===== src/rtl/mcp4725_i2c_target.sv =====
// MCP4725 12-bit DAC emulator on I2C: decodes fast-write, write-DAC and write-DAC+EEPROM
// commands, answers 5-byte status reads and models the EEPROM write-busy window.
module mcp4725_i2c_target #(
   parameter logic [5:0]  ADDR_HI         = 6'b110001,
   parameter logic [11:0] EE_INIT_CODE    = 12'h800,
   parameter logic [1:0]  EE_INIT_PD      = 2'b00,
   parameter logic [19:0] EE_WRITE_CYCLES = 20'd50000
) (
   input  logic        clk,
   input  logic        rst,
   input  logic        SCL_i,
   input  logic        SDA_i,
   output logic        SDA_o,
   output logic        SDA_t,
   input  logic        A0,
   output logic [11:0] dac_code,
   output logic [1:0]  pd_mode,
   output logic [11:0] ee_code,
   output logic [1:0]  ee_pd,
   output logic        dac_update,
   output logic        ee_busy
);
   typedef enum logic [2:0] {IDLE, ADDR, ADDR_ACK, WR_BYTE, WR_ACK, RD_BYTE, RD_ACK, IGNORE} state_t;

   state_t      state, state_nxt;
   logic [2:0]  scl_q, sda_q;
   logic        scl, sda, start, stop, rise, fall;
   logic [3:0]  bit_cnt;
   logic [7:0]  sr, hi, rd_byte;
   logic [6:0]  tx;
   logic [2:0]  rd_idx, rd_sel, cmd_c;
   logic [1:0]  wr_idx, cmd_pd;
   logic        fast, nack;
   logic [19:0] ee_cnt;
   logic        sda_t_nxt, load_rd, wr_ack;

   assign SDA_o = 1'b0;

   // Two synchronizer flops plus one history flop per bus line
   always_ff @(posedge clk) begin
      if (rst) begin
         scl_q <= 3'b111;
         sda_q <= 3'b111;
      end else begin
         scl_q <= {scl_q[1:0], SCL_i};
         sda_q <= {sda_q[1:0], SDA_i};
      end
   end

   assign scl   = scl_q[1];
   assign sda   = sda_q[1];
   assign start = scl & scl_q[2] & sda_q[2] & ~sda;
   assign stop  = scl & scl_q[2] & ~sda_q[2] & sda;
   assign rise  = scl & ~scl_q[2];
   assign fall  = ~scl & scl_q[2];

   assign rd_sel = (state == ADDR_ACK) ? 3'd0 : rd_idx;

   always_comb begin
      case (rd_sel)
         3'd0:    rd_byte = {~ee_busy, 4'b1000, pd_mode, 1'b0};
         3'd1:    rd_byte = dac_code[11:4];
         3'd2:    rd_byte = {dac_code[3:0], 4'b0000};
         3'd3:    rd_byte = {1'b0, ee_pd, 1'b0, ee_code[11:8]};
         3'd4:    rd_byte = ee_code[7:0];
         default: rd_byte = 8'hFF;
      endcase
   end

   always_ff @(posedge clk) begin
      if (rst) state <= IDLE;
      else     state <= state_nxt;
   end

   // Bus conditions override bit processing in the same clk
   always_comb begin
      state_nxt = state;
      if (start)
         state_nxt = ADDR;
      else if (stop)
         state_nxt = IDLE;
      else begin
         case (state)
            ADDR:     if (rise && bit_cnt == 4'd7)
                         state_nxt = (sr[6:0] == {ADDR_HI, A0}) ? ADDR_ACK : IGNORE;
            ADDR_ACK: if (fall && bit_cnt == 4'd9) state_nxt = sr[0] ? RD_BYTE : WR_BYTE;
            WR_BYTE:  if (rise && bit_cnt == 4'd7) state_nxt = WR_ACK;
            WR_ACK:   if (fall && bit_cnt == 4'd9) state_nxt = WR_BYTE;
            RD_BYTE:  if (rise && bit_cnt == 4'd7) state_nxt = RD_ACK;
            RD_ACK:   if (fall && bit_cnt == 4'd9) state_nxt = nack ? IGNORE : RD_BYTE;
            default:  state_nxt = state;
         endcase
      end
   end

   // SDA drive and byte strobes; SDA only moves on SCL fall except at START/STOP
   always_comb begin
      sda_t_nxt = SDA_t;
      load_rd   = 1'b0;
      wr_ack    = 1'b0;
      if (start || stop)
         sda_t_nxt = 1'b1;
      else if (fall) begin
         case (state)
            ADDR_ACK: begin
               if (bit_cnt == 4'd8)
                  sda_t_nxt = 1'b0;
               else if (bit_cnt == 4'd9 && sr[0]) begin
                  load_rd   = 1'b1;
                  sda_t_nxt = rd_byte[7];
               end else
                  sda_t_nxt = 1'b1;
            end
            WR_ACK: begin
               if (bit_cnt == 4'd8) begin
                  sda_t_nxt = 1'b0;
                  wr_ack    = 1'b1;
               end else
                  sda_t_nxt = 1'b1;
            end
            RD_BYTE: sda_t_nxt = tx[6];
            RD_ACK: begin
               if (bit_cnt == 4'd9 && !nack) begin
                  load_rd   = 1'b1;
                  sda_t_nxt = rd_byte[7];
               end else
                  sda_t_nxt = 1'b1;
            end
            default: sda_t_nxt = 1'b1;
         endcase
      end
   end

   always_ff @(posedge clk) begin
      if (rst) begin
         SDA_t      <= 1'b1;
         bit_cnt    <= 4'd0;
         sr         <= 8'd0;
         tx         <= 7'h7F;
         hi         <= 8'd0;
         rd_idx     <= 3'd0;
         wr_idx     <= 2'd0;
         cmd_c      <= 3'd0;
         cmd_pd     <= 2'd0;
         fast       <= 1'b0;
         nack       <= 1'b1;
         dac_code   <= EE_INIT_CODE;
         pd_mode    <= EE_INIT_PD;
         ee_code    <= EE_INIT_CODE;
         ee_pd      <= EE_INIT_PD;
         dac_update <= 1'b0;
         ee_busy    <= 1'b0;
         ee_cnt     <= 20'd0;
      end else begin
         SDA_t      <= sda_t_nxt;
         dac_update <= 1'b0;
         if (ee_cnt != 20'd0) begin
            ee_cnt <= ee_cnt - 20'd1;
            if (ee_cnt == 20'd1) ee_busy <= 1'b0;
         end
         if (start) begin
            bit_cnt <= 4'd0;
            wr_idx  <= 2'd0;
         end else if (!stop) begin
            if (rise && state inside {ADDR, ADDR_ACK, WR_BYTE, WR_ACK, RD_BYTE, RD_ACK})
               bit_cnt <= bit_cnt + 4'd1;
            if (fall && bit_cnt == 4'd9) bit_cnt <= 4'd0;
            if (rise && (state == ADDR || state == WR_BYTE)) sr <= {sr[6:0], sda};
            if (rise && state == RD_ACK) nack <= sda;
            if (fall && state == RD_BYTE) tx <= {tx[5:0], 1'b1};
            if (load_rd) begin
               tx     <= rd_byte[6:0];
               rd_idx <= (state == ADDR_ACK) ? 3'd1 : ((rd_idx == 3'd5) ? 3'd5 : rd_idx + 3'd1);
            end
            // Command decode: the first data byte fixes fast vs. normal mode
            if (wr_ack) begin
               if (wr_idx == 2'd0) begin
                  cmd_c  <= sr[7:5];
                  cmd_pd <= sr[2:1];
                  hi     <= sr;
                  fast   <= (sr[7:6] == 2'b00);
                  wr_idx <= 2'd1;
               end else if (fast) begin
                  if (wr_idx[0]) begin
                     dac_code   <= {hi[3:0], sr};
                     pd_mode    <= hi[5:4];
                     dac_update <= 1'b1;
                     wr_idx     <= 2'd2;
                  end else begin
                     hi     <= sr;
                     wr_idx <= 2'd3;
                  end
               end else begin
                  if (wr_idx == 2'd1) hi <= sr;
                  if (wr_idx == 2'd2 && cmd_c[2:1] == 2'b01) begin
                     dac_code   <= {hi, sr[7:4]};
                     pd_mode    <= cmd_pd;
                     dac_update <= 1'b1;
                     if (cmd_c[0] && !ee_busy) begin
                        ee_code <= {hi, sr[7:4]};
                        ee_pd   <= cmd_pd;
                        ee_busy <= 1'b1;
                        ee_cnt  <= EE_WRITE_CYCLES;
                     end
                  end
                  if (wr_idx != 2'd3) wr_idx <= wr_idx + 2'd1;
               end
            end
         end
      end
   end
endmodule


===== config.mk =====
export PLATFORM = sky130hd
export DESIGN_NAME = mcp4725_i2c_target
export DESIGN_NICKNAME = d
export VERILOG_FILES = /design/src/rtl/mcp4725_i2c_target.sv
export SDC_FILE = /design/constraint.sdc
export NUM_CORES = 1
export LEC_CHECK = 0
export ABC_AREA = 0
export CORE_MARGIN = 2
export CORE_UTILIZATION = 40
export DETAILED_ROUTE_END_ITERATION = 12
export PLACE_DENSITY = 0.65
export SETUP_SLACK_MARGIN = 0.1
export SYNTH_ARGS = -nofsm -noshare
export SYNTH_HDL_FRONTEND = slang
export SYNTH_SLANG_ARGS = --single-unit

===== constraint.sdc =====
create_clock -name clk -period 5.95 [get_ports clk]
set_clock_uncertainty 0.2 [all_clocks]
set_input_delay 1.19 -clock clk [delete_from_list [all_inputs] [get_ports clk]]
set_output_delay 1.19 -clock clk [all_outputs]
set_load 0.1 [all_outputs]

==> results of run 1 <==
-- layout make-up --
cell class | instances | area [sq um] | share of cell area, %
multi-input combinational | 417 | 2630 | 47.8
sequential | 99 | 1980 | 36.0
timing repair buffer | 37 | 360 | 6.55
clock buffer | 9 | 225 | 4.09
tap | 147 | 184 | 3.34
clock inverter | 7 | 76.3 | 1.39
inverter | 11 | 41.3 | 0.751
-- cells in the mapped netlist, types with 4 or more instances --
| master | number |
|---|---|
| sky130_fd_sc_hd__or4_1 | 4 |
| sky130_fd_sc_hd__nor4_1 | 5 |
| sky130_fd_sc_hd__clkbuf_1 | 24 |
| sky130_fd_sc_hd__o21ai_1 | 6 |
| sky130_fd_sc_hd__o21ai_0 | 26 |
| sky130_fd_sc_hd__dfxtp_1 | 99 |
| sky130_fd_sc_hd__a211o_1 | 6 |
| sky130_fd_sc_hd__mux2i_1 | 35 |
| sky130_fd_sc_hd__nor3_1 | 14 |
| sky130_fd_sc_hd__or3_1 | 10 |
| sky130_fd_sc_hd__and3_1 | 4 |
| sky130_fd_sc_hd__xnor2_1 | 6 |
| sky130_fd_sc_hd__nor2b_1 | 4 |
| sky130_fd_sc_hd__a211oi_1 | 7 |
| sky130_fd_sc_hd__nand3b_1 | 6 |
| sky130_fd_sc_hd__nor2_1 | 54 |
| sky130_fd_sc_hd__buf_2 | 10 |
| sky130_fd_sc_hd__nand2_1 | 59 |
| sky130_fd_sc_hd__ha_1 | 9 |
| sky130_fd_sc_hd__nand2b_1 | 7 |
| sky130_fd_sc_hd__mux2_2 | 15 |
| sky130_fd_sc_hd__a21oi_1 | 52 |
| sky130_fd_sc_hd__nand4_1 | 8 |
| sky130_fd_sc_hd__or2_2 | 11 |
| sky130_fd_sc_hd__xor2_1 | 6 |
| sky130_fd_sc_hd__nand3_1 | 8 |
| sky130_fd_sc_hd__inv_1 | 10 |
| sky130_fd_sc_hd__a31oi_1 | 7 |
-- cell families (layout without fill, tap and decap cells) --
logic type | count (synthesis) | after routing | share of synthesized area [%]
compound gates | 127 | 127 | 15.7
xor+xnor | 12 | 12 | 2.18
fa+ha+maj | 9 | 9 | 2.34
buf+inv | 48 | 64 | 4.16
flops | 99 | 99 | 41.2
mux | 50 | 50 | 10.8
other cells | 1 | 1 | 0.0779
simple gates | 218 | 218 | 23.6
-- metrics by stage --
| stage | utilization, % | hold WS (ns) | cell area [sq um] |
|---|---|---|---|
| finish | 46.4 | 0.225 | 5500 |
| floorplan | - | 0.189 | 4810 |
| CTS | 46.4 | 0.233 | 5500 |
| detailed placement | 43.8 | 0.209 | 5200 |
| global placement | 43.8 | 0.202 | 5200 |
| global route | 46.4 | 0.241 | 5500 |
-- worst max-delay path by stage --
| stage | depth (start not counted) | to | slack, ns |
|---|---|---|---|
| after floorplan | 0 | ee_busy | 3.59 |
| after global placement | 1 | ee_busy | 2.96 |
| after detailed placement | 1 | ee_busy | 2.94 |
| after CTS | 1 | ee_busy | 2.54 |
| after global routing | 1 | ee_busy | 2.52 |
| final | 1 | ee_busy | 2.57 |
-- worst reg2reg max path, stage by stage (launching register included) --
cell                      delay (ns)
sky130_fd_sc_hd__dfxtp_1        0.92
sky130_fd_sc_hd__nand2_1        0.16
sky130_fd_sc_hd__o21a_1         0.17
sky130_fd_sc_hd__or3_1          0.74
sky130_fd_sc_hd__a211o_1        0.42
-- cell usage in the layout (no fill, tap or decap), drive strengths merged, types with 9 or more instances in the layout --
cell	synthesis	layout
mux2i	35	35
nor3	15	15
o21ai	32	32
or3	12	12
nor2	54	54
inv	10	11
clkdlybuf4s50	0	34
mux2	15	15
or2	13	13
ha	9	9
nand2	60	60
a21oi	52	52
dfxtp	99	99
clkbuf	24	9
-- power groups by stage --
stage | registers (uW) | logic (uW) | clock network (uW)
floorplan | 782 | 359 | 0
global placement | 797 | 419 | 0
detailed placement | 799 | 430 | 0
CTS | 785 | 435 | 612
global route | 797 | 499 | 639
finish | 786 | 435 | 601
-- sequential cells by signal, summed over array words and instances, names as in the netlist, 3 cells and up --
name / cells
bit_cnt: 4
cmd_c: 3
dac_code: 12
ee_cnt: 20
ee_code: 12
hi: 8
rd_idx: 3
scl_q: 3
sda_q: 3
sr: 8
state: 3
tx: 7
-- per-layer routing --
| layer | track usage [%] | share of wire (%) |
|---|---|---|
| met5 | 0 | 0 |
| met4 | 8.62 | 2.1 |
| met3 | 3.56 | 5.7 |
| met2 | 30.4 | 45 |
| met1 | 28.6 | 47 |
==> metrics.md, run 1 <==
| Metric | Value |
|---|---|
| Outcome | finished clean |
| Clock insertion delay at the later pin of the skew report | 0.36 ns |
| Number of I/O pins | 37 |
| Number of flops mapped to enable cells by yosys | 0 |
| Number of buffers between clock root and the deepest sink | 2 |
| Data required time at the worst endpoint | 4.56 ns |
| Leading register cell type out of synthesis | sky130_fd_sc_hd__dfxtp_1 |
| Post-synth design cell area | 0.00481 sq mm |
| Final critical-path required period | 3.38 ns |
| Power share of the sequential group | 43.1% |
| Post-synth top area cell | sky130_fd_sc_hd__dfxtp_1 |
| HPWL after DPL | 8490 um |
| GRT overflow | 0 |
| Endpoint arrival time on the critical path | 1.99 ns |
| Worst slew pin tran | 1.02 ns |
| Max-slew headroom | 31.2% |
| Starting Density | 40.6% |
| Overall track demand over capacity in global routing | 20.2% |
| Final routed DRC violation total | 0 |
| Worst R2R Start | fast |
| Warning count from the yosys run | 0 |
| Synthesized area divided by synthesized cell count | 8.53 sq um |
| Setup TNS | 0 ns |
| Root buffer cell | sky130_fd_sc_hd__clkbuf_16 |
| Max Freq | 296 MHz |
| R2r worst-path depth | 4 |
| Internal power | 1230 uW |
| Standby leakage power | 0.00202 uW |
| Post-DRT Antenna Nets | 0 |
| Flop and latch count out of synthesis | 99 |
| Fraction of synthesized cell area taken by the top area cell type | 41.2% |
| Area growth from synthesis to layout | 14.3% |
| Initial antenna violation count | 0 |
| Sequential cell area fraction in the yosys report | 41.2% |
| Cell class contributing the biggest share of worst-path delay | buffers and inverters |
| Die Ht | 114 um |
| Hold path startpoint | scl_q[0] |
| Power share of the clock group | 33.0% |
| Placed cell count | 711 |
| Critical path class | reg2out |
| Crit share post-route | 56.9% |
| Share of synthesized flip-flops with an asynchronous set or reset | 0% |
| CTS Hold Bufs | 0 |
| Aggregate routed wire length | 12,500 um |
| Final critical-path setup slack | 2.57 ns |
| H-tree depth | 3 |
| Fin. Hold Viols | 0 |
| Comb power frac | 23.9% |
| Startpoint class of the critical path | flop |
| Vias | 4,181 |
| Number of clock sinks | 99 |
| Number of buffers inserted by post-CTS setup repair | 0 |
| Total power | 1820 uW |
| Number of nets in the synthesized netlist | 578 |
| Worst Hold Path Cells | 1 |
| Max-capacitance violation count | 0 |
| NumNets Final | 589 |
| Unique masters post-synth | 63 |
| Number of buffers added on ports | 35 |
| Initial DRT Pass Iterations | 5 |
| Global-route wire length before repair | 20,700 um |
| Number of instances resized during post-cts repair | 0 |
| Endpoint type of the worst setup path | output pin |
| CP bufs+invs | 1 |
| Width of the die | 114 um |
| Total power divided by cell area | 331 mW/mm^2 |
| Cell Rows | 40 |
| Worst setup slack after placement | 2.94 ns |
| Routed wire length per instance | 17.2 um |
| Launch point of the critical path | ee_busy |
| Critical path's slowest cell | sky130_fd_sc_hd__clkdlybuf4s50_1 |
| Number of max-slew violations in the final report | 0 |
| Die area | 0.0129 sq mm |
| Number of global-route vias before repair | 3,940 |
| Maximum vdd drop | 0.195 mV |
| Critical path cell sequence | clkdlybuf4s50_1 |
| Layout cell share with drive strength beyond 1 | 9.14% |
| Placeable core area | 0.0119 sq mm |
| Setup slack of the worst register-to-register path | 3.24 ns |
| Hold endpoint | scl_q[1] |
| Final standard cell count with taps included and fillers excluded | 727 |
| Net switching share of the total power | 32.5% |
| Diodes inserted | 0 |
| GPL Wtd Cong | 0.881 |
| Number of setup violations in the final report | 0 |
| Delay of the slowest critical-path stage | 1.19 ns |
| Maximum fanout along the worst path | 5 |
| Hold crit path type | reg2reg |
| Fillers | 1,137 |
| Maximum number of pins on one net before global-route repair | 75 |
| Clock tree from TritonCTS | built |
| Number of CTS-inserted buffers | 9 |
| Switching power summed over all nets | 592 uW |
| Post-DR vias/cell | 5.75 |
| Worst-path clk slew | 0.07 ns |
| Critical register-to-register path endpoint | dac_code[11] |
| Top area cells in the synthesized netlist | sky130_fd_sc_hd__dfxtp_1, sky130_fd_sc_hd__mux2i_1, sky130_fd_sc_hd__a21oi_1 |
| Unrepaired setup endpoints after global routing | false |
| Drt first-iter violations | 287 |
| Number of instances in the synthesized netlist | 564 |
Note: power is estimated with default switching activity, not from simulation.
==> run 2: changes to the inputs <==
--- a/config.mk
+++ b/config.mk
@@ -9,7 +9,7 @@
 export CORE_MARGIN = 2
 export CORE_UTILIZATION = 40
 export DETAILED_ROUTE_END_ITERATION = 12
-export PLACE_DENSITY = 0.65
+export PLACE_DENSITY = 0.67
 export SETUP_SLACK_MARGIN = 0.1
 export SYNTH_ARGS = -nofsm -noshare
 export SYNTH_HDL_FRONTEND = slang
==> constraint.sdc (replaced) <==
create_clock -name clk -period 2.85 [get_ports clk]
set_clock_uncertainty 0.2 [all_clocks]
set_input_delay 0.57 -clock clk [delete_from_list [all_inputs] [get_ports clk]]
set_output_delay 0.57 -clock clk [all_outputs]
set_load 0.1 [all_outputs]
==> metrics.md, run 2 (synthesis gave the netlist of run 1 again) <==
| Metric | Value |
|---|---|
| Number of max-slew violations in the final report | 0 (unchanged) |
| Worst slew pin tran | 0.664 ns (-0.361 ns) |
| GRT overflow | 0 (unchanged) |
| Placeable core area | 0.0119 sq mm (unchanged) |
| Standby leakage power | 0.00216 uW (+6.7%) |
| Fin. Hold Viols | 0 (unchanged) |
| Total power divided by cell area | 712 mW/mm^2 (+120%) |
| CP bufs+invs | 2 (+1) |
| Die area | 0.0129 sq mm (unchanged) |
| Delay of the slowest critical-path stage | 0.45 ns (-0.74 ns) |
| Area growth from synthesis to layout | 15.3% |
| Maximum fanout along the worst path | 15 (+10) |
| Maximum number of pins on one net before global-route repair | 74 (-1.3%) |
| HPWL after DPL | 8810 um (+3.8%) |
| Cell class contributing the biggest share of worst-path delay | simple AND/OR/NAND/NOR gates |
| Crit share post-route | 83.1% |
| Vias | 4,205 (+0.57%) |
| Number of I/O pins | 37 (unchanged) |
| Commonest non-fill, non-tap cell in the layout | sky130_fd_sc_hd__dfxtp_1 |
| Maximum vdd drop | 0.443 mV (+130%) |
| Register bank with the most flops | ee_cnt |
| Largest registers ranked by flip-flop count | ee_cnt: 20 flops, dac_code: 12 flops, ee_code: 12 flops |
| Instance area at placement | 0.00522 sq mm (+0.34%) |
| GPL Wtd Cong | 0.894 (+1.5%) |
| FF+latch area | 0.00198 sq mm (unchanged) |
| Number of CTS-inserted buffers | 9 (unchanged) |
| Max-slew headroom | 55.7% (+25 points) |
| Critical path cell sequence | inv_1, ha_1, nor4bb_1, nand2_1, or3_1, buf_4, a211o_1 |
| Root buffer cell | sky130_fd_sc_hd__clkbuf_16 |
| Area of all placed cells without fillers | 0.00555 sq mm (+0.89%) |
| Number of instances resized during post-cts repair | 0 (unchanged) |
| Aggregate routed wire length | 12,500 um (-0.26%) |
| Endpoint type of the worst setup path | flop |
| Post-DR vias/cell | 5.70 (-0.93%) |
| Most used cells in the layout excluding fill and tap cells | sky130_fd_sc_hd__dfxtp_1, sky130_fd_sc_hd__nand2_1, sky130_fd_sc_hd__nor2_1 |
| Final hold slack | 0.212 ns (-0.0133 ns) |
| H-tree depth | 3 (unchanged) |
| Setup TNS | 0 ns (unchanged) |
| Drt first-iter violations | 322 (+12%) |
| Routed wire length per instance | 16.9 um (-1.7%) |
| Area of combinational cells with multiple inputs | 0.00263 sq mm (unchanged) |
| Number of buffers added on ports | 35 (unchanged) |
| Layout cell share with drive strength beyond 1 | 16.1% (+6.9 points) |
| Critical path's slowest cell | sky130_fd_sc_hd__nor4bb_1 |
| Diodes inserted | 0 (unchanged) |
| Starting Density | 40.6% (unchanged) |
| NumNets Final | 600 (+1.9%) |
| Initial DRT Pass Iterations | 5 (unchanged) |
| Number of buffers inserted by post-CTS setup repair | 0 (unchanged) |
| Data required time at the worst endpoint | 2.90 ns (-1.66 ns) |
| Cell Rows | 40 (unchanged) |
| Final design utilization | 46.8% (+0.41 points) |
| Final critical-path required period | 2.37 ns |
| Clock insertion delay at the later pin of the skew report | 0.36 ns (about the same) |
| Global-route wire length before repair | 20,300 um (-2.1%) |
| Overall track demand over capacity in global routing | 20.0% (-0.24 points) |
| Flip-flop count of the largest register after layout | 20 (unchanged) |
| CTS Hold Bufs | 0 (unchanged) |
| Outcome | finished clean |
| Number of clock sinks | 99 (unchanged) |
| Startpoint class of the critical path | flop |
| Endpoint arrival time on the critical path | 2.42 ns (+0.43 ns) |
| Post-DRT Antenna Nets | 0 (unchanged) |
| Max-capacitance violation count | 0 (unchanged) |
| Fillers | 1,106 (-2.7%) |
| Final routed DRC violation total | 0 (unchanged) |
| Number of global-route vias before repair | 3,867 (-1.9%) |
| Clock tree from TritonCTS | built |
| Unrepaired setup endpoints after global routing | false |
| Critical path class | reg2reg |
| Die Ht | 114 um (unchanged) |
| Number of buffers between clock root and the deepest sink | 2 (unchanged) |
| Hold crit path type | reg2reg |
| Worst-path clk slew | 0.08 ns (about the same) |
| Max Freq | 422 MHz |
| Initial antenna violation count | 0 (unchanged) |
| Width of the die | 114 um (unchanged) |
| Number of setup violations in the final report | 0 (unchanged) |
run 2: cell count changes in the layout (fill, tap and decap cells not counted):
cell                              change
sky130_fd_sc_hd__buf_12               +1
sky130_fd_sc_hd__buf_4               +41
sky130_fd_sc_hd__clkinv_4             -1
sky130_fd_sc_hd__clkinv_2             -1
sky130_fd_sc_hd__bufinv_16            +1
sky130_fd_sc_hd__clkinvlp_4           -1
sky130_fd_sc_hd__inv_8                +2
sky130_fd_sc_hd__clkdlybuf4s50_1     -31
run 2: metal layers:
layer,up-vias,part of all wire (%),global-route usage (%)
met5,-,0,0
met3,24,6.0,3.83
met4,0,2.6,8.62
met2,162,45,29.9
met1,1971,47,28.2
li1,2048,-,-
run 2: where the power goes:
part           switching, uW  total (uW)  leakage (uW)  internal (uW)
Clock                    583        1370      0.000160            786
Combinational            527         941       0.00119            413
Sequential               141        1640      0.000802           1500
run 2: area by class of cell:
| class | instances | share of cell area (%) |
|---|---|---|
| multi-input cells | 417 | 47.4 |
| flip-flops and latches | 99 | 35.7 |
| repair buffers | 48 | 6.81 |
| clock buffers | 9 | 4.06 |
| well taps | 147 | 3.31 |
| clock inverters | 7 | 1.94 |
| inverters | 11 | 0.744 |
run 2: per-stage QoR:
stage,worst slack (ns),total power [uW],std cells
finish,0.481,3950,738
global route,0.354,4170,738
CTS,0.489,3970,738
detailed placement,0.526,2610,722
global placement,0.558,2560,722
floorplan,0.667,2380,564
run 2: worst paths after layout:
| check | from | to | slack [ns] | cells past startpoint |
|---|---|---|---|---|
| min | sda_q[0] | sda_q[1] | 0.21 | 1 |
| max reg2reg | bit_cnt[0] | dac_code[11] | 0.48 | 7 |
| max | bit_cnt[0] | dac_code[11] | 0.48 | 7 |
| min reg2reg | sda_q[0] | sda_q[1] | 0.21 | 1 |
